File: src/rtl/pio_fifo_if.sv
// Push/pull bus between pio_fifo, the system side and the state machine.
// PIO_FIFO_JOIN_EN adds the join_en control and widens the level fields by one bit.
interface pio_fifo_if #(parameter int DEPTH = 4);
`ifdef PIO_FIFO_JOIN_EN
  localparam int LW = $clog2(DEPTH) + 2;
`else
  localparam int LW = $clog2(DEPTH) + 1;
`endif

  logic          sys_wr;
  logic [31:0]   sys_wdata;
  logic          sys_rd;
  logic [31:0]   sys_rdata;
  logic          sys_rvalid;
  logic          tx_full;
  logic          tx_empty;
  logic [LW-1:0] tx_level;
  logic          rx_full;
  logic          rx_empty;
  logic [LW-1:0] rx_level;
  logic          pull;
  logic [31:0]   pull_data;
  logic          pull_valid;
  logic          push;
  logic [31:0]   push_data;
  logic          push_ok;
  logic          err_clr;
  logic          tx_overflow;
  logic          tx_underflow;
  logic          rx_overflow;
`ifdef PIO_FIFO_JOIN_EN
  logic          join_en;
`endif

  modport master (
    output sys_wr, sys_wdata, sys_rd, pull, push, push_data, err_clr,
`ifdef PIO_FIFO_JOIN_EN
    output join_en,
`endif
    input  sys_rdata, sys_rvalid, tx_full, tx_empty, tx_level,
    input  rx_full, rx_empty, rx_level, pull_data, pull_valid, push_ok,
    input  tx_overflow, tx_underflow, rx_overflow
  );

  modport slave (
    input  sys_wr, sys_wdata, sys_rd, pull, push, push_data, err_clr,
`ifdef PIO_FIFO_JOIN_EN
    input  join_en,
`endif
    output sys_rdata, sys_rvalid, tx_full, tx_empty, tx_level,
    output rx_full, rx_empty, rx_level, pull_data, pull_valid, push_ok,
    output tx_overflow, tx_underflow, rx_overflow
  );
endinterface

File: src/rtl/pio_fifo.sv
// System-side TX/RX FIFO pair for the state machine push/pull interface.
// PIO_FIFO_JOIN_EN: join_en=1 chains RX storage behind TX (2*DEPTH-entry TX, RX disabled).
module pio_fifo #(
  parameter int DEPTH = 4
) (
  input  logic      clk,
  input  logic      reset,
  pio_fifo_if.slave bus
);
  localparam int AW = $clog2(DEPTH);
`ifdef PIO_FIFO_JOIN_EN
  localparam int LW = AW + 2;
`else
  localparam int LW = AW + 1;
`endif
  localparam logic [LW-1:0] CAP = LW'(DEPTH);

  // TX owns slots [0, DEPTH), RX owns [DEPTH, 2*DEPTH); joined TX spans all of them.
  logic [31:0]   mem [2*DEPTH];
  logic [LW-1:0] tx_wr, tx_rd, rx_wr, rx_rd;
  logic [LW-1:0] tx_lvl, rx_lvl, tx_cap;
  logic [AW:0]   tx_widx, tx_ridx, rx_widx, rx_ridx;
  logic          joined, flush;
  logic          tx_full_c, tx_empty_c, rx_full_c, rx_empty_c;
  logic          tx_do_wr, tx_do_rd, rx_do_wr, rx_do_rd;
  logic [31:0]   sys_rdata_q, pull_data_q;
  logic          sys_rvalid_q, pull_valid_q, push_ok_q;
  logic          tx_ovf_q, tx_udf_q, rx_ovf_q;

`ifdef PIO_FIFO_JOIN_EN
  logic join_q;

  always_ff @(posedge clk) begin
    if (reset) join_q <= 1'b0;
    else       join_q <= bus.join_en;
  end

  // Mode follows the registered copy so status always matches pointer state.
  assign joined  = join_q;
  assign flush   = bus.join_en != join_q;
  assign tx_cap  = joined ? LW'(2 * DEPTH) : CAP;
  assign tx_widx = joined ? tx_wr[AW:0] : {1'b0, tx_wr[AW-1:0]};
  assign tx_ridx = joined ? tx_rd[AW:0] : {1'b0, tx_rd[AW-1:0]};
`else
  assign joined  = 1'b0;
  assign flush   = 1'b0;
  assign tx_cap  = CAP;
  assign tx_widx = {1'b0, tx_wr[AW-1:0]};
  assign tx_ridx = {1'b0, tx_rd[AW-1:0]};
`endif
  assign rx_widx = {1'b1, rx_wr[AW-1:0]};
  assign rx_ridx = {1'b1, rx_rd[AW-1:0]};

  assign tx_lvl     = tx_wr - tx_rd;
  assign rx_lvl     = rx_wr - rx_rd;
  assign tx_full_c  = tx_lvl == tx_cap;
  assign tx_empty_c = tx_lvl == '0;
  assign rx_full_c  = joined || (rx_lvl == CAP);
  assign rx_empty_c = joined || (rx_lvl == '0);

  // All decisions use start-of-cycle occupancy; a flush cycle ignores strobes.
  assign tx_do_wr = bus.sys_wr && !tx_full_c  && !flush;
  assign tx_do_rd = bus.pull   && !tx_empty_c && !flush;
  assign rx_do_wr = bus.push   && !rx_full_c  && !flush;
  assign rx_do_rd = bus.sys_rd && !rx_empty_c && !flush;

  always_ff @(posedge clk) begin
    if (tx_do_wr) mem[tx_widx] <= bus.sys_wdata;
    if (rx_do_wr) mem[rx_widx] <= bus.push_data;
  end

  always_ff @(posedge clk) begin
    if (reset) begin
      tx_wr        <= '0;
      tx_rd        <= '0;
      rx_wr        <= '0;
      rx_rd        <= '0;
      sys_rdata_q  <= '0;
      pull_data_q  <= '0;
      sys_rvalid_q <= 1'b0;
      pull_valid_q <= 1'b0;
      push_ok_q    <= 1'b0;
      tx_ovf_q     <= 1'b0;
      tx_udf_q     <= 1'b0;
      rx_ovf_q     <= 1'b0;
    end else begin
      sys_rvalid_q <= rx_do_rd;
      pull_valid_q <= tx_do_rd;
      push_ok_q    <= rx_do_wr;
      if (tx_do_rd) pull_data_q <= mem[tx_ridx];
      if (rx_do_rd) sys_rdata_q <= mem[rx_ridx];
      if (flush) begin
        tx_wr <= '0;
        tx_rd <= '0;
        rx_wr <= '0;
        rx_rd <= '0;
      end else begin
        if (tx_do_wr) tx_wr <= tx_wr + 1'b1;
        if (tx_do_rd) tx_rd <= tx_rd + 1'b1;
        if (rx_do_wr) rx_wr <= rx_wr + 1'b1;
        if (rx_do_rd) rx_rd <= rx_rd + 1'b1;
      end
      // New error events win over a same-cycle clear.
      tx_ovf_q <= (tx_ovf_q && !bus.err_clr) || (bus.sys_wr && tx_full_c  && !flush);
      tx_udf_q <= (tx_udf_q && !bus.err_clr) || (bus.pull   && tx_empty_c && !flush);
      rx_ovf_q <= (rx_ovf_q && !bus.err_clr) || (bus.push   && rx_full_c  && !flush);
    end
  end

  assign bus.tx_full      = tx_full_c;
  assign bus.tx_empty     = tx_empty_c;
  assign bus.tx_level     = tx_lvl;
  assign bus.rx_full      = rx_full_c;
  assign bus.rx_empty     = rx_empty_c;
  assign bus.rx_level     = joined ? '0 : rx_lvl;
  assign bus.sys_rdata    = sys_rdata_q;
  assign bus.sys_rvalid   = sys_rvalid_q;
  assign bus.pull_data    = pull_data_q;
  assign bus.pull_valid   = pull_valid_q;
  assign bus.push_ok      = push_ok_q;
  assign bus.tx_overflow  = tx_ovf_q;
  assign bus.tx_underflow = tx_udf_q;
  assign bus.rx_overflow  = rx_ovf_q;
endmodule

File: src/flat_wrapper.sv
// flat-port wrapper written by rule: the top's interface ports become plain ports
module pio_fifo_flat 
#(
  parameter int DEPTH = 4
)
  (clk, reset, bus_sys_wr, bus_sys_wdata, bus_sys_rd, bus_pull, bus_push, bus_push_data, bus_err_clr, bus_sys_rdata, bus_sys_rvalid, bus_tx_full, bus_tx_empty, bus_tx_level, bus_rx_full, bus_rx_empty, bus_rx_level, bus_pull_data, bus_pull_valid, bus_push_ok, bus_tx_overflow, bus_tx_underflow, bus_rx_overflow);
  pio_fifo_if #(.DEPTH(DEPTH)) bus_i ();
  input  logic clk;
  input  logic reset;
  input wire logic [$bits(bus_i.sys_wr)-1:0] bus_sys_wr;
  input wire logic [$bits(bus_i.sys_wdata)-1:0] bus_sys_wdata;
  input wire logic [$bits(bus_i.sys_rd)-1:0] bus_sys_rd;
  input wire logic [$bits(bus_i.pull)-1:0] bus_pull;
  input wire logic [$bits(bus_i.push)-1:0] bus_push;
  input wire logic [$bits(bus_i.push_data)-1:0] bus_push_data;
  input wire logic [$bits(bus_i.err_clr)-1:0] bus_err_clr;
  output wire logic [$bits(bus_i.sys_rdata)-1:0] bus_sys_rdata;
  output wire logic [$bits(bus_i.sys_rvalid)-1:0] bus_sys_rvalid;
  output wire logic [$bits(bus_i.tx_full)-1:0] bus_tx_full;
  output wire logic [$bits(bus_i.tx_empty)-1:0] bus_tx_empty;
  output wire logic [$bits(bus_i.tx_level)-1:0] bus_tx_level;
  output wire logic [$bits(bus_i.rx_full)-1:0] bus_rx_full;
  output wire logic [$bits(bus_i.rx_empty)-1:0] bus_rx_empty;
  output wire logic [$bits(bus_i.rx_level)-1:0] bus_rx_level;
  output wire logic [$bits(bus_i.pull_data)-1:0] bus_pull_data;
  output wire logic [$bits(bus_i.pull_valid)-1:0] bus_pull_valid;
  output wire logic [$bits(bus_i.push_ok)-1:0] bus_push_ok;
  output wire logic [$bits(bus_i.tx_overflow)-1:0] bus_tx_overflow;
  output wire logic [$bits(bus_i.tx_underflow)-1:0] bus_tx_underflow;
  output wire logic [$bits(bus_i.rx_overflow)-1:0] bus_rx_overflow;
  assign bus_i.sys_wr = bus_sys_wr;
  assign bus_i.sys_wdata = bus_sys_wdata;
  assign bus_i.sys_rd = bus_sys_rd;
  assign bus_i.pull = bus_pull;
  assign bus_i.push = bus_push;
  assign bus_i.push_data = bus_push_data;
  assign bus_i.err_clr = bus_err_clr;
  assign bus_sys_rdata = bus_i.sys_rdata;
  assign bus_sys_rvalid = bus_i.sys_rvalid;
  assign bus_tx_full = bus_i.tx_full;
  assign bus_tx_empty = bus_i.tx_empty;
  assign bus_tx_level = bus_i.tx_level;
  assign bus_rx_full = bus_i.rx_full;
  assign bus_rx_empty = bus_i.rx_empty;
  assign bus_rx_level = bus_i.rx_level;
  assign bus_pull_data = bus_i.pull_data;
  assign bus_pull_valid = bus_i.pull_valid;
  assign bus_push_ok = bus_i.push_ok;
  assign bus_tx_overflow = bus_i.tx_overflow;
  assign bus_tx_underflow = bus_i.tx_underflow;
  assign bus_rx_overflow = bus_i.rx_overflow;
  pio_fifo #(.DEPTH(DEPTH)) u_core (.clk(clk), .reset(reset), .bus(bus_i));
endmodule
File: config.mk
export PLATFORM = sky130hd
export DESIGN_NAME = pio_fifo_flat
export DESIGN_NICKNAME = d
export VERILOG_FILES = /design/src/rtl/pio_fifo_if.sv /design/src/rtl/pio_fifo.sv /design/src/flat_wrapper.sv
export SDC_FILE = /design/constraint.sdc
export NUM_CORES = 1
export LEC_CHECK = 0
export CAP_MARGIN = 20
export CELL_PAD_IN_SITES_DETAIL_PLACEMENT = 0
export CELL_PAD_IN_SITES_GLOBAL_PLACEMENT = 1
export CORE_MARGIN = 2
export CORE_UTILIZATION = 48
export DETAILED_ROUTE_END_ITERATION = 8
export PLACE_DENSITY = 0.88
export SETUP_SLACK_MARGIN = 0.4
export SKIP_LAST_GASP = 1
export SYNTH_ARGS = -nofsm -noshare
export SYNTH_HDL_FRONTEND = slang
export SYNTH_SLANG_ARGS = --single-unit
File: constraint.sdc
create_clock -name clk -period 3.1 [get_ports clk]
set_input_delay 0.62 -clock clk [delete_from_list [all_inputs] [get_ports clk]]
set_output_delay 0.62 -clock clk [all_outputs]
set_load 0.01 [all_outputs]
# == Word-level counts from Yosys, hierarchy flattened ==
# Memory sizes are Yosys's and may differ from the RTL's. A register that Yosys moved wholly into a read port is not among the register bits.
# Cells that the tools add are included.
# Widths: inputs -> output; s select.
# word_totals
regBits,18
ram_bits,256
output_inout_bits,80
elab_cells,43
n_memories,1
# memory_table
memory,depth,width,rd,rd_ports_with_merged_regs,wr,line_no,rtl
u_core.mem,8,32,2,2,2,pio_fifo.sv:19,logic [31:0] mem [2*DEPTH];
# op_classes
addsub,6
n_eq_ne,2
mux,4
reduce_logical,20
# op_table
operator,count
$add 3x1->3 const B,4
$logic_and 1x1->1,10
$eq 3x3->1 const B,2
$logic_not 3->1,2
$sub 3x3->3,2
$logic_not 1->1,5
$mux 1,4
$logic_or 1x1->1,3

# == Depth between registers and ports, before layout ==
# Gate-level depths: netlist of the first run.
# depth
ltp_word,6
ltp_mapped,8
mapped_depth_nobuf,7

# == Worst setup path before layout of the first run ==
# Ideal clock, no wire load.
# synth_timing
path_kind,reg2reg
startpoint,reg u_core.rx_wr[0]
endpoint,mem u_core.mem[4][0] (enable)
setup_ns,0.392
t_arrival_ns,2.492
path_slack_ns,0.216
stages_incl_launch_ff,8
path_cell_list,dfxtp_1 -> inv_1 -> ha_1 -> fa_1 -> xnor3_2 -> inv_2 -> a21boi_2 -> and2_1
# synth_rtl
element,line_no,rtl
"start, declared",pio_fifo.sv:20,"logic [LW-1:0] tx_wr, tx_rd, rx_wr, rx_rd;"
"start signal, assigned",pio_fifo.sv:100,if (rx_do_wr) rx_wr <= rx_wr + 1'b1;
"end, declared",pio_fifo.sv:19,

# == Worst setup path after layout of the first run ==
# layout_timing
startpoint,reg u_core.rx_wr[0]
endpoint,out bus_rx_full
# layout_between
elab_chain_cells,2
# layout_rtl
element,line_no,rtl
$sub 3x3->3,pio_fifo.sv:55,assign rx_lvl = rx_wr - rx_rd;
$eq 3x3->1,pio_fifo.sv:58,assign rx_full_c = joined || (rx_lvl == CAP);
"end, declared",flat_wrapper.sv:22,output wire logic [$bits(bus_i.rx_full)-1:0] bus_rx_full;
# Every way passes these cells.

==> parameters.txt, run 1 <==
Parameter                              Value

Run status
  Outcome ... completed

Finish
  Area grow syn2layout ... 25.0%
  Commonest cells after routing, fill and taps aside ... edfxtp_1, clkdlybuf4s50_1, nand2b_1
  Most common cell after layout, fill and taps aside ... edfxtp_1
  Fin cells ... 1287
  Layout cells sized above 1 ... roughly a fifth
  Layout Nets ... around 1.0k
  Number of filler cells placed in the layout ... just under 2k
  Final core utilization ... between 60% and 70%
  Cell area after layout ... approximately 17000 sq um

STA
  Max Clock Freq ... 0.374 GHz
  Relative slew slack ... between 50% and 60%
  Clk_skew ... 0.0262 ns
  Minimum clock period after layout ... approximately 2.7 ns
  Final Setup Violations ... 0
  Slew at the pin with the worst max-slew slack ... between 0.6 and 0.7 ns
  Share of the clock period used by the worst path after layout ... between 80% and 90%
  Max-slew violation count ... 0
  Unrepaired setup endpoints after global routing ... yes
  Final-report hold violation count ... 0
  Post-Route Setup TNS ... 0 ns

Worst setup path
  Arrival time worst endpoint ... just over 2 ns
  Type of the setup path with the least slack ... register to output port
  Data required time of the critical path ... 2.48 ns
  Kind of start point of the critical path ... register
  Maximum fanout along the worst path ... 4
  Critical Path Sink Type ... output port

Floorplan
  Full die area ... just under 30000 sq um
  Core ar. ... roughly 27000 sq um
  Die Width ... between 150 and 200 um
  Cell row count ... 60
  Initial core utilization ... between 40% and 50%
  Die Y-Extent ... 170 um
  Count of pins on the block boundary ... approximately 150

Min path
  Hold Crit Class ... register to register

Global route
  Global-route track usage on met1 ... between 20% and 30%
  Vias in the first global route ... 7206
  Antenna violations before repair ... 3
  Wire length of the first global-routing pass ... 39.3 mm
  Final global-route overflow total ... 0
  GRT Total Usage ... about 18%
  Most Used Layer, Global Route ... met2
  Met2 track utilization from global routing ... between 30 and 40%
  M3 GR Usage ... between 4 and 5%
  Pin count of the biggest net entering global routing ... between 60 and 70

CTS
  Number of sinks on the clock net ... approximately 340
  Clk Tree Root Cell ... clkbuf_16
  CTS HTree Levels ... 2
  Clock latency on the worst-skew pair ... around 0.51 ns
  Clock Pin Slew Worst Setup and Hold Paths ... 0.06 ns
  CTS Hold Bufs ... 0
  TritonCTS clock tree ... built
  Number of buffers on the longest clock path ... 3
  Num CTS Buffers ... 35

Logic synthesis
  Number of enable-type register cells in the synthesized netlist ... 256
  Proportion of register bits with asynchronous set or reset after synthesis ... 0%
  Flops & latches, synth ... 338
  Number of nets in the synthesized netlist ... roughly 800
  Commonest register cell after synthesis ... edfxtp_1
  Sequential-to-total area share from yosys stat ... 70.5%
  Count of unique library cells instantiated by Yosys ... 28
  Total number of yosys warnings ... 0
  Number of cells produced by synthesis ... ~740
  Post-synthesis cell area ... ~13000 sq um
  Mean instance size in the synthesized netlist ... 17.9 sq um

Power and ir drop
  Total power divided by cell area ... 904 nW/um^2
  Peak supply drop ... 0.000605 V
  Final Total Pwr ... 15.0 mW
  Leakage component of the power ... 5.81 nW

Flow run
  Number of max-cap violations ... 0

Place
  Number of instances in the placed design ... approximately 1.2k
  Instance area after placement ... between 15000 and 20000 sq um
  Port bufs ... 150
  HPWL after detailed placement ... 15.5 mm
  Routability Congestion ... between 0.7 and 0.8

Route
  Detail Route Antenna Nets ... 0
  Detailed-route vias per instance ... approximately 5.3
  Violation count after the first detailed-route iteration ... between 400 and 500
  Vias post-DR ... roughly 6.8k
  Final Routed Wirelength ... ~25 mm
  Detailed Routing Iterations Pass 1 ... 4
  WL/cell ... between 15 and 20 um
  Total DRC errors in the routed layout ... 0
worst max-delay path, stage by stage (launching register included):
cell and delay, ns:
dfxtp_2 0.35, inv_4 0.05, ha_4 0.15, fa_2 0.61, and2_4 0.17, nand2_4 0.05, inv_4 0.06, buf_6 0.10
metal layers:
metal	vias up	part of all wire, %
li1	3138	-
met2	148	51
met5	-	0
met3	34	4.9
met4	0	2.1
met1	3437	42
synthesized netlist by cell type (3+ instances only):
| library cell | instances | area, sq um |
|---|---|---|
| dfxtp_1 | 82 | 1640 |
| nand2b_1 | 139 | 870 |
| a21boi_2 | 4 | 45.0 |
| nand3_1 | 3 | 15.0 |
| and2_1 | 9 | 56.3 |
| clkbuf_1 | 22 | 82.6 |
| buf_6 | 6 | 67.6 |
| mux4_2 | 64 | 1440 |
| mux2_2 | 6 | 67.6 |
| inv_1 | 12 | 45.0 |
| mux2i_1 | 68 | 681 |
| nand2_1 | 6 | 22.5 |
| edfxtp_1 | 256 | 7690 |
| buf_2 | 7 | 35.0 |
| ha_1 | 12 | 150 |
| a21oi_1 | 5 | 25.0 |
| nor2_1 | 12 | 45.0 |
| nor2b_1 | 5 | 31.3 |
| buf_4 | 4 | 30.0 |
power by group:
part	internal, mW	total (mW)	switching, mW	leakage, nW
combinational	2.42	4.59	2.17	2.23
clock	2.52	4.16	1.64	0.558
sequential	5.85	6.21	0.363	3.02
total	10.8	15.0	4.17	5.81
final cells by class:
| cell class | instances | area, sq um | area share (%) |
|---|---|---|---|
| Multi-Input combinational cell | 348 | 3710 | 22.4 |
| Antenna cell | 2 | 5.00 | 0.0302 |
| Timing Repair Buffer | 181 | 1860 | 11.2 |
| Sequential cell | 338 | 9340 | 56.4 |
| Clock inverter | 15 | 191 | 1.16 |
| Tap cell | 341 | 427 | 2.58 |
| Inverter | 14 | 62.6 | 0.378 |
| Clock buffer | 48 | 965 | 5.83 |
repair_timing:
item	in CTS	in global routing
cloned	0	0
gates resized for setup	39	20
setup buffers	6	5
pin swaps	1	5
setup endpoints to repair	104	100
registers in the layout, summed over array words and instances (netlist names):
| name | flops |
|---|---|
| u_core.bus.pull_data | 32 |
| u_core.bus.pull_valid | 1 |
| u_core.bus.push_ok | 1 |
| u_core.bus.rx_overflow | 1 |
| u_core.bus.sys_rdata | 32 |
| u_core.bus.sys_rvalid | 1 |
| u_core.bus.tx_overflow | 1 |
| u_core.bus.tx_underflow | 1 |
| u_core.mem | 256 |
| u_core.rx_rd | 3 |
| u_core.rx_wr | 3 |
| u_core.tx_rd | 3 |
| u_core.tx_wr | 3 |
metrics by stage:
| step | worst slack [ns] | hold slack (ns) |
|---|---|---|
| finish | 0.426 | 0.471 |
| global route | 0.353 | 0.491 |
| CTS | 0.282 | 0.476 |
| detailed placement | 0.136 | 0.465 |
| global placement | 0.174 | 0.460 |
| floorplan | 0.544 | 0.481 |
final timing paths:
path	slack [ns]	startpoint	depth (start not counted)	endpoint
worst max-delay path	0.43	u_core.rx_wr[0]	7	bus_rx_full
worst min-delay path	0.47	u_core.bus.tx_overflow	2	u_core.bus.tx_overflow
worst max register to register	0.55	u_core.rx_wr[0]	8	u_core.mem[5][28]
worst min register to register	0.47	u_core.bus.tx_overflow	2	u_core.bus.tx_overflow
cell families (layout without fill, tap and decap cells):
logic type	after synthesis	count (layout)	synth area share (%)
AO/OA/AOI/OAI	17	17	1.12
XOR/XNOR	2	2	0.359
adder cells (fa/ha/maj)	14	14	1.44
buffers and inverters	53	258	2.02
flip-flops	338	338	70.5
multiplexers	138	138	16.5
other	0	2	0
AND/OR/NAND/NOR	177	177	8.05
Power figures use the tool's default switching activity.
==> run 2, diff against run 1 <==
--- a/config.mk
+++ b/config.mk
@@ -11,7 +11,7 @@
 export CORE_MARGIN = 2
 export CORE_UTILIZATION = 48
 export DETAILED_ROUTE_END_ITERATION = 8
-export PLACE_DENSITY = 0.88
+export PLACE_DENSITY_LB_ADDON = 0.1
 export SETUP_SLACK_MARGIN = 0.4
 export SKIP_LAST_GASP = 1
 export SYNTH_ARGS = -nofsm -noshare
==> run 2 against run 1 <==
  * Clock power is essentially flat
  * Non-clock buffer count increased by 3
  * Clock-buffer cell count down 1
  * Sequential share of layout area grew 0.33 points
  * First-iteration DRC count is 33% lower
  * Utilization fell by 0.36 points
  * Clock skew is 0.013 ns lower
  * Final cell count increased by 0.31%
==> parameters.txt, run 2 (synthesized netlist as in run 1, its figures left out) <==
Parameter                              Value

Run status
  Outcome ... completed

Finish
  Cell area after layout ... 16500 sq um (-0.58%)
  Layout Nets ... 1007 (+0.40%)
  Most common cell after layout, fill and taps aside ... edfxtp_1
  Area grow syn2layout ... 24.3%
  Flip-flop count of the largest register, all copies and words added ... 256 (unchanged)
  Layout cells sized above 1 ... 20.8% (+0.34 points)
  Number of filler cells placed in the layout ... 2023 (+3.9%)
  Commonest cells after routing, fill and taps aside ... edfxtp_1, clkdlybuf4s50_1, nand2b_1
  Top register by number of flip-flops ... u_core.mem

CTS
  CTS HTree Levels ... 2 (unchanged)
  Number of sinks on the clock net ... 338 (unchanged)
  Clock Pin Slew Worst Setup and Hold Paths ... 0.05 ns (about the same)
  TritonCTS clock tree ... built
  Clk Tree Root Cell ... clkbuf_16
  Num CTS Buffers ... 36 (+2.9%)
  Clock latency on the worst-skew pair ... 0.50 ns (about the same)
  Number of buffers on the longest clock path ... 3 (unchanged)

Global route
  Wire length of the first global-routing pass ... 39.3 mm (about the same)
  Final global-route overflow total ... 0 (unchanged)
  Global-route track usage on met1 ... 22.3% (+0.13 points)
  Pin count of the biggest net entering global routing ... 72 (+4.3%)
  Met2 track utilization from global routing ... 31.5% (+0.41 points)
  M3 GR Usage ... 3.47% (-0.60 points)
  Antenna violations before repair ... 2 (-1)
  GRT Total Usage ... 17.7% (-0.090 points)
  Vias in the first global route ... 7285 (+1.1%)
  Most Used Layer, Global Route ... met2

Route
  Detailed Routing Iterations Pass 1 ... 4 (unchanged)
  Violation count after the first detailed-route iteration ... 303 (-33%)
  Total DRC errors in the routed layout ... 0 (unchanged)
  Detail Route Antenna Nets ... 0 (unchanged)
  WL/cell ... 19.3 um (-2.5%)
  Final Routed Wirelength ... 24.9 mm (-2.2%)
  Detailed-route vias per instance ... 5.20 (-0.89%)
  Vias post-DR ... 6718 (-0.58%)

Worst setup path
  R2r worst-path depth ... 8 (unchanged)
  Data required time of the critical path ... 2.48 ns (about the same)
  Max stage delay cell, worst path ... fa_2
  Kind of start point of the critical path ... register
  Type of the setup path with the least slack ... register to output port
  Highest cell delay on the worst timing path ... 0.60 ns (about the same)
  Worst reg2reg path startpoint ... u_core.rx_wr[0]
  Endpoint of the most critical register-to-register path ... u_core.mem[7][5]
  Critical Path Sink Type ... output port
  Series of cell instances along the critical path ... inv_4 -> ha_4 -> fa_2 -> and2_4 -> nand2_4 -> inv_2 -> buf_6
  Slack of the worst reg-to-reg path ... 0.52 ns (-0.03 ns)
  Maximum fanout along the worst path ... 4 (unchanged)
  Buffers plus inverters on the worst setup path ... 3 (unchanged)
  Arrival time worst endpoint ... 2.02 ns (-0.03 ns)
  Top cell family by delay on the critical path ... adder cells

Floorplan
  Full die area ... 28900 sq um (unchanged)
  Die Width ... 170 um (unchanged)
  Initial core utilization ... 49.0% (unchanged)
  Cell row count ... 60 (unchanged)
  Die Y-Extent ... 170 um (unchanged)
  Count of pins on the block boundary ... 151 (unchanged)
  Core ar. ... 27000 sq um (unchanged)

Min path
  WHS Path Cells ... 2 (unchanged)
  Hold Crit Class ... register to register
  Hold path startpoint ... u_core.bus.pull_data[16]
  Hold Crit Endpoint ... u_core.bus.pull_data[16]

STA
  Share of the clock period used by the worst path after layout ... 85.0% (-1.2 points)
  Max Clock Freq ... 0.379 GHz (+1.4%)
  Unrepaired setup endpoints after global routing ... yes
  Clk_skew ... 0.0132 ns (-0.0131 ns)
  Final Setup Violations ... 0 (unchanged)
  Relative slew slack ... 54.0% (+0.13 points)
  Post-Route Setup TNS ... 0 ns (unchanged)
  Minimum clock period after layout ... 2.64 ns (-0.0381 ns)
  Max-slew violation count ... 0 (unchanged)
  Slew at the pin with the worst max-slew slack ... 0.690 ns (-0.00195 ns)
  Final-report hold violation count ... 0 (unchanged)

Power and ir drop
  Peak supply drop ... 0.000757 V (+25%)
  Final Total Pwr ... 14.7 mW (-1.5%)
  Leakage component of the power ... 5.80 nW (-0.16%)
  Total power divided by cell area ... 896 nW/um^2 (-0.90%)

Place
  Port bufs ... 150 (unchanged)
  HPWL after detailed placement ... 15.4 mm (-1.2%)
  Routability Congestion ... 0.771 (+8.1%)
  Instance area after placement ... 15200 sq um (-0.31%)

Flow run
  Number of max-cap violations ... 0 (unchanged)
-- run 2: changes by cell type in the layout (fill, tap and decap cells not counted), moves of 3 or more --
| cell | delta |
|---|---|
| buf_4 | +8 |
| clkinv_2 | +7 |
| buf_12 | -5 |
| and2_4 | -5 |
| clkinv_1 | -3 |
| and2_2 | +4 |
-- run 2: repair_timing --
| item | CTS | global route |
|---|---|---|
| buffers inserted | 10 | 2 |
| gates resized for setup | 36 | 11 |
| pin swaps | 3 | 3 |
| setup endpoints to repair | 30 | 6 |
| hold buffers | 0 | 0 |
-- run 2: per-layer routing --
layer / wire length, um / part of all wire [%]
met5: 0 / 0
met4: 407 / 1.6
met3: 1100 / 4.4
met2: 13000 / 52
met1: 10300 / 42
-- run 2: power breakdown --
group          switching [mW]  internal (mW)
clock                    1.65           2.49
combinational            2.10           2.33
sequential              0.328           5.85
total                    4.08           10.7
-- run 2: layout make-up --
cell class | instances | area (sq um) | area share, %
sequential | 338 | 9340 | 56.7
multi-input combinational | 348 | 3680 | 22.4
timing repair buffer | 184 | 1800 | 10.9
clock buffer | 47 | 983 | 5.98
tap | 341 | 427 | 2.59
clock inverter | 17 | 160 | 0.973
inverter | 14 | 60.1 | 0.365
antenna | 2 | 5.00 | 0.0304
-- run 2: tightest hold or removal path: cells and delay by family, from the launching register on --
| family | cells | cell delay, ns |
|---|---|---|
| flip-flops | 1 | 0.30 |
| multiplexers | 1 | 0.06 |
| AND/OR/NAND/NOR | 1 | 0.06 |
-- run 2: worst max path at each step --
stage,slack [ns],endpoint,startpoint,cells past startpoint
2_1_floorplan,0.54,u_core.mem[4][0],u_core.rx_wr[0],7
3_3_place_gp,0.31,bus_tx_full,u_core.tx_wr[0],8
3_5_place_dp,0.22,bus_tx_full,u_core.tx_wr[0],8
4_1_cts,0.32,bus_tx_full,u_core.tx_wr[0],7
5_1_grt,0.35,bus_tx_full,u_core.tx_wr[0],7
6_report,0.46,bus_rx_full,u_core.rx_wr[0],7
-- run 2: stage by stage --
stage	util [%]	hold slack [ns]	instances	worst slack [ns]
floorplan	-	0.481	739	0.544
global placement	56.3	0.459	1213	0.308
detailed placement	56.3	0.464	1213	0.221
CTS	60.8	0.476	1287	0.320
global route	60.9	0.498	1289	0.351
finish	60.9	0.471	1291	0.464
==> run 3, diff against run 2 <==
--- a/config.mk
+++ b/config.mk
@@ -5,14 +5,12 @@
 export SDC_FILE = /design/constraint.sdc
 export NUM_CORES = 1
 export LEC_CHECK = 0
-export CAP_MARGIN = 20
 export CELL_PAD_IN_SITES_DETAIL_PLACEMENT = 0
 export CELL_PAD_IN_SITES_GLOBAL_PLACEMENT = 1
 export CORE_MARGIN = 2
 export CORE_UTILIZATION = 48
 export DETAILED_ROUTE_END_ITERATION = 8
 export PLACE_DENSITY_LB_ADDON = 0.1
-export SETUP_SLACK_MARGIN = 0.4
 export SKIP_LAST_GASP = 1
 export SYNTH_ARGS = -nofsm -noshare
 export SYNTH_HDL_FRONTEND = slang
==> run 3 against run 2 <==
  * Worst setup slack got worse by 0.35 ns
  * Combinational power fell by 3%
  * Total power rose by 0.33%
  * Die area did not move
  * Final cell count fell by 0.70%
  * Global-route usage rose by 0.15 points
  * Maximum frequency fell by 12%
  * Critical endpoint unchanged
  * Sequential power barely moved
==> parameters.txt, run 3 (synthesized netlist as in run 1, its figures left out) <==
Parameter                              Value

Floorplan
  Cell row count ... 60 (unchanged)
  Core ar. ... 27000 sq um (unchanged)
  Count of pins on the block boundary ... 151 (unchanged)
  Die Y-Extent ... 170 um (unchanged)
  Initial core utilization ... 49.0% (unchanged)
  Full die area ... 28900 sq um (unchanged)
  Die Width ... 170 um (unchanged)

CTS
  Number of buffers on the longest clock path ... 3 (unchanged)
  Number of sinks on the clock net ... 338 (unchanged)
  Clock Pin Slew Worst Setup and Hold Paths ... 0.06 ns (about the same)
  CTS HTree Levels ... 2 (unchanged)
  Clk Tree Root Cell ... clkbuf_16
  Clock latency on the worst-skew pair ... 0.51 ns (about the same)
  TritonCTS clock tree ... built
  CTS Hold Bufs ... 0 (unchanged)
  Num CTS Buffers ... 36 (unchanged)

STA
  Share of the clock period used by the worst path after layout ... 96.3% (+11 points)
  Max-slew violation count ... 0 (unchanged)
  Minimum clock period after layout ... 2.98 ns (+0.349 ns)
  Relative slew slack ... 54.0% (+0.069 points)
  Final Setup Violations ... 0 (unchanged)
  Max Clock Freq ... 0.335 GHz (-12%)
  Clk_skew ... 0.0169 ns (+0.00369 ns)
  Final-report hold violation count ... 0 (unchanged)
  Slew at the pin with the worst max-slew slack ... 0.689 ns (-0.00104 ns)

Power and ir drop
  Part of the power in combinational logic ... 29.2% (-0.9 points)
  Psw ... 4.04 mW (-1.0%)
  Proportion of power drawn by flip-flops and latches ... 42.0% (about the same)
  Leakage component of the power ... 5.79 nW (-0.19%)
  Int Power ... 10.8 mW (+0.86%)
  Peak supply drop ... 0.000583 V (-23%)
  Clk network pwr share ... 28.9% (+0.9 points)
  Switching share of power ... 27.3% (-0.38 points)
  Total power divided by cell area ... 900 nW/um^2 (+0.43%)

Worst setup path
  Data required time of the critical path ... 2.48 ns (about the same)
  Kind of start point of the critical path ... register
  Arrival time worst endpoint ... 2.36 ns (+0.34 ns)
  Endpoint of the most critical register-to-register path ... u_core.mem[3][19]
  Maximum fanout along the worst path ... 5 (+1)
  Type of the setup path with the least slack ... register to output port
  R2r worst-path depth ... 8 (unchanged)
  Slack of the worst reg-to-reg path ... 0.33 ns (-0.19 ns)
  Critical Path Sink Type ... output port
  Worst reg2reg path startpoint ... u_core.tx_wr[0]

Place
  Routability Congestion ... 0.797 (+3.3%)
  Port bufs ... 150 (unchanged)
  Instance area after placement ... 15200 sq um (unchanged)
  HPWL after detailed placement ... 16.0 mm (+4.2%)

Finish
  Top register by number of flip-flops ... u_core.mem
  Final core utilization ... 60.8% (about the same)
  Commonest cells after routing, fill and taps aside ... edfxtp_1, clkdlybuf4s50_1, nand2b_1
  Cell area after layout ... 16400 sq um (about the same)
  Layout cells sized above 1 ... 18.5% (-2.3 points)
  Number of filler cells placed in the layout ... 2010 (-0.64%)
  Antenna cell count ... 0 (-2)
  Layout Nets ... 1000 (-0.70%)
  Area grow syn2layout ... 24.2% (about the same)
  Flip-flop count of the largest register, all copies and words added ... 256 (unchanged)
  Most common cell after layout, fill and taps aside ... edfxtp_1

Route
  Detailed-route vias per instance ... 5.28 (+1.4%)
  Total DRC errors in the routed layout ... 0 (unchanged)
  Final Routed Wirelength ... 25.3 mm (+1.5%)
  WL/cell ... 19.7 um (+2.2%)
  Vias post-DR ... 6767 (+0.73%)
  Detailed Routing Iterations Pass 1 ... 4 (unchanged)
  Violation count after the first detailed-route iteration ... 318 (+5.0%)
  Detail Route Antenna Nets ... 0 (unchanged)

Global route
  Antenna violations before repair ... 6 (+4)
  Final global-route overflow total ... 0 (unchanged)
  GRT Total Usage ... 17.8% (+0.15 points)
  Wire length of the first global-routing pass ... 39.5 mm (+0.56%)
  Vias in the first global route ... 7097 (-2.6%)
  Pin count of the biggest net entering global routing ... 80 (+11%)

Flow run
  Number of max-cap violations ... 0 (unchanged)

Min path
  Hold Crit Endpoint ... u_core.bus.sys_rdata[16]
  Hold Crit Class ... register to register
  Hold path startpoint ... u_core.bus.sys_rdata[16]
  WHS Path Cells ... 2 (unchanged)

Run status
  Outcome ... completed
[run 3: changes by cell type in the layout (fill, tap and decap cells not counted), sizes merged]
cell           before  now
diode               2    0
clkinvlp            1    0
clkinv             12    9
buf                40   28
clkdlybuf4s50     141  143
inv                15   14
bufinv              3    4
dlygate4sd2         1    6
clkbuf             49   51
[run 3: worst max-delay path, cell delays in order, from the launching register on]
cell	delay [ns]
dfxtp_2	0.36
inv_1	0.10
ha_1	0.21
fa_1	0.58
and2_2	0.22
nand2_1	0.09
inv_1	0.06
dlygate4sd2_1	0.26
[run 3: how the worst max path moves through the flow]
stage	slack [ns]	startpoint	end	cells after the start
after global routing	-0.003	u_core.rx_wr[0]	bus_rx_full	8
after detailed placement	0.21	u_core.rx_wr[0]	bus_rx_full	8
after CTS	0.07	u_core.tx_wr[0]	bus_tx_full	8
after global placement	0.31	u_core.tx_wr[0]	bus_tx_full	8
final	0.12	u_core.rx_wr[0]	bus_rx_full	7
after floorplan	0.22	u_core.rx_wr[0]	u_core.mem[4][0]	7
[run 3: layout make-up]
type	count	area, sq um	share of cell area [%]
Sequential cell	338	9340	56.8
Multi-Input combinational cell	348	3650	22.2
Timing Repair Buffer	177	1770	10.8
Clock buffer	51	1030	6.26
Tap cell	341	427	2.60
Clock inverter	13	164	0.997
Inverter	14	57.6	0.350
[run 3: per-layer routing]
metal / global-route usage, % / vias to the layer above / share of wire [%]
met3: 4.72 / 58 / 6.1
met5: 0 / - / 0.29
met1: 22.3 / 3407 / 40
met4: 5.02 / 12 / 2.3
met2: 30.9 / 164 / 51
li1: - / 3126 / -
[run 3: power by group through the flow]
stage,Clock [mW],Combinational (mW),Sequential (mW)
CTS,4.39,4.37,6.22
floorplan,0,2.42,6.40
finish,4.27,4.31,6.21
global placement,0,4.29,6.24
global route,4.55,4.68,6.29
detailed placement,0,4.36,6.31
[run 3: repair_timing]
| action | 4_1_cts | 5_1_grt |
|---|---|---|
| setup buffers | 2 | 3 |
| endpoints found under the setup margin | 6 | 2 |
| gates resized for setup | 11 | 1 |
[run 3: stage by stage]
step | setup TNS (ns) | std cells | hold WS, ns | total power, mW | setup WS, ns
CTS | 0 | 1279 | 0.475 | 15.0 | 0.0684
detailed placement | 0 | 1213 | 0.464 | 10.7 | 0.210
floorplan | 0 | 739 | 0.481 | 8.83 | 0.216
global route | -0.00313 | 1282 | 0.499 | 15.5 | -0.00313
finish | 0 | 1282 | 0.472 | 14.8 | 0.115
global placement | 0 | 1213 | 0.459 | 10.5 | 0.310
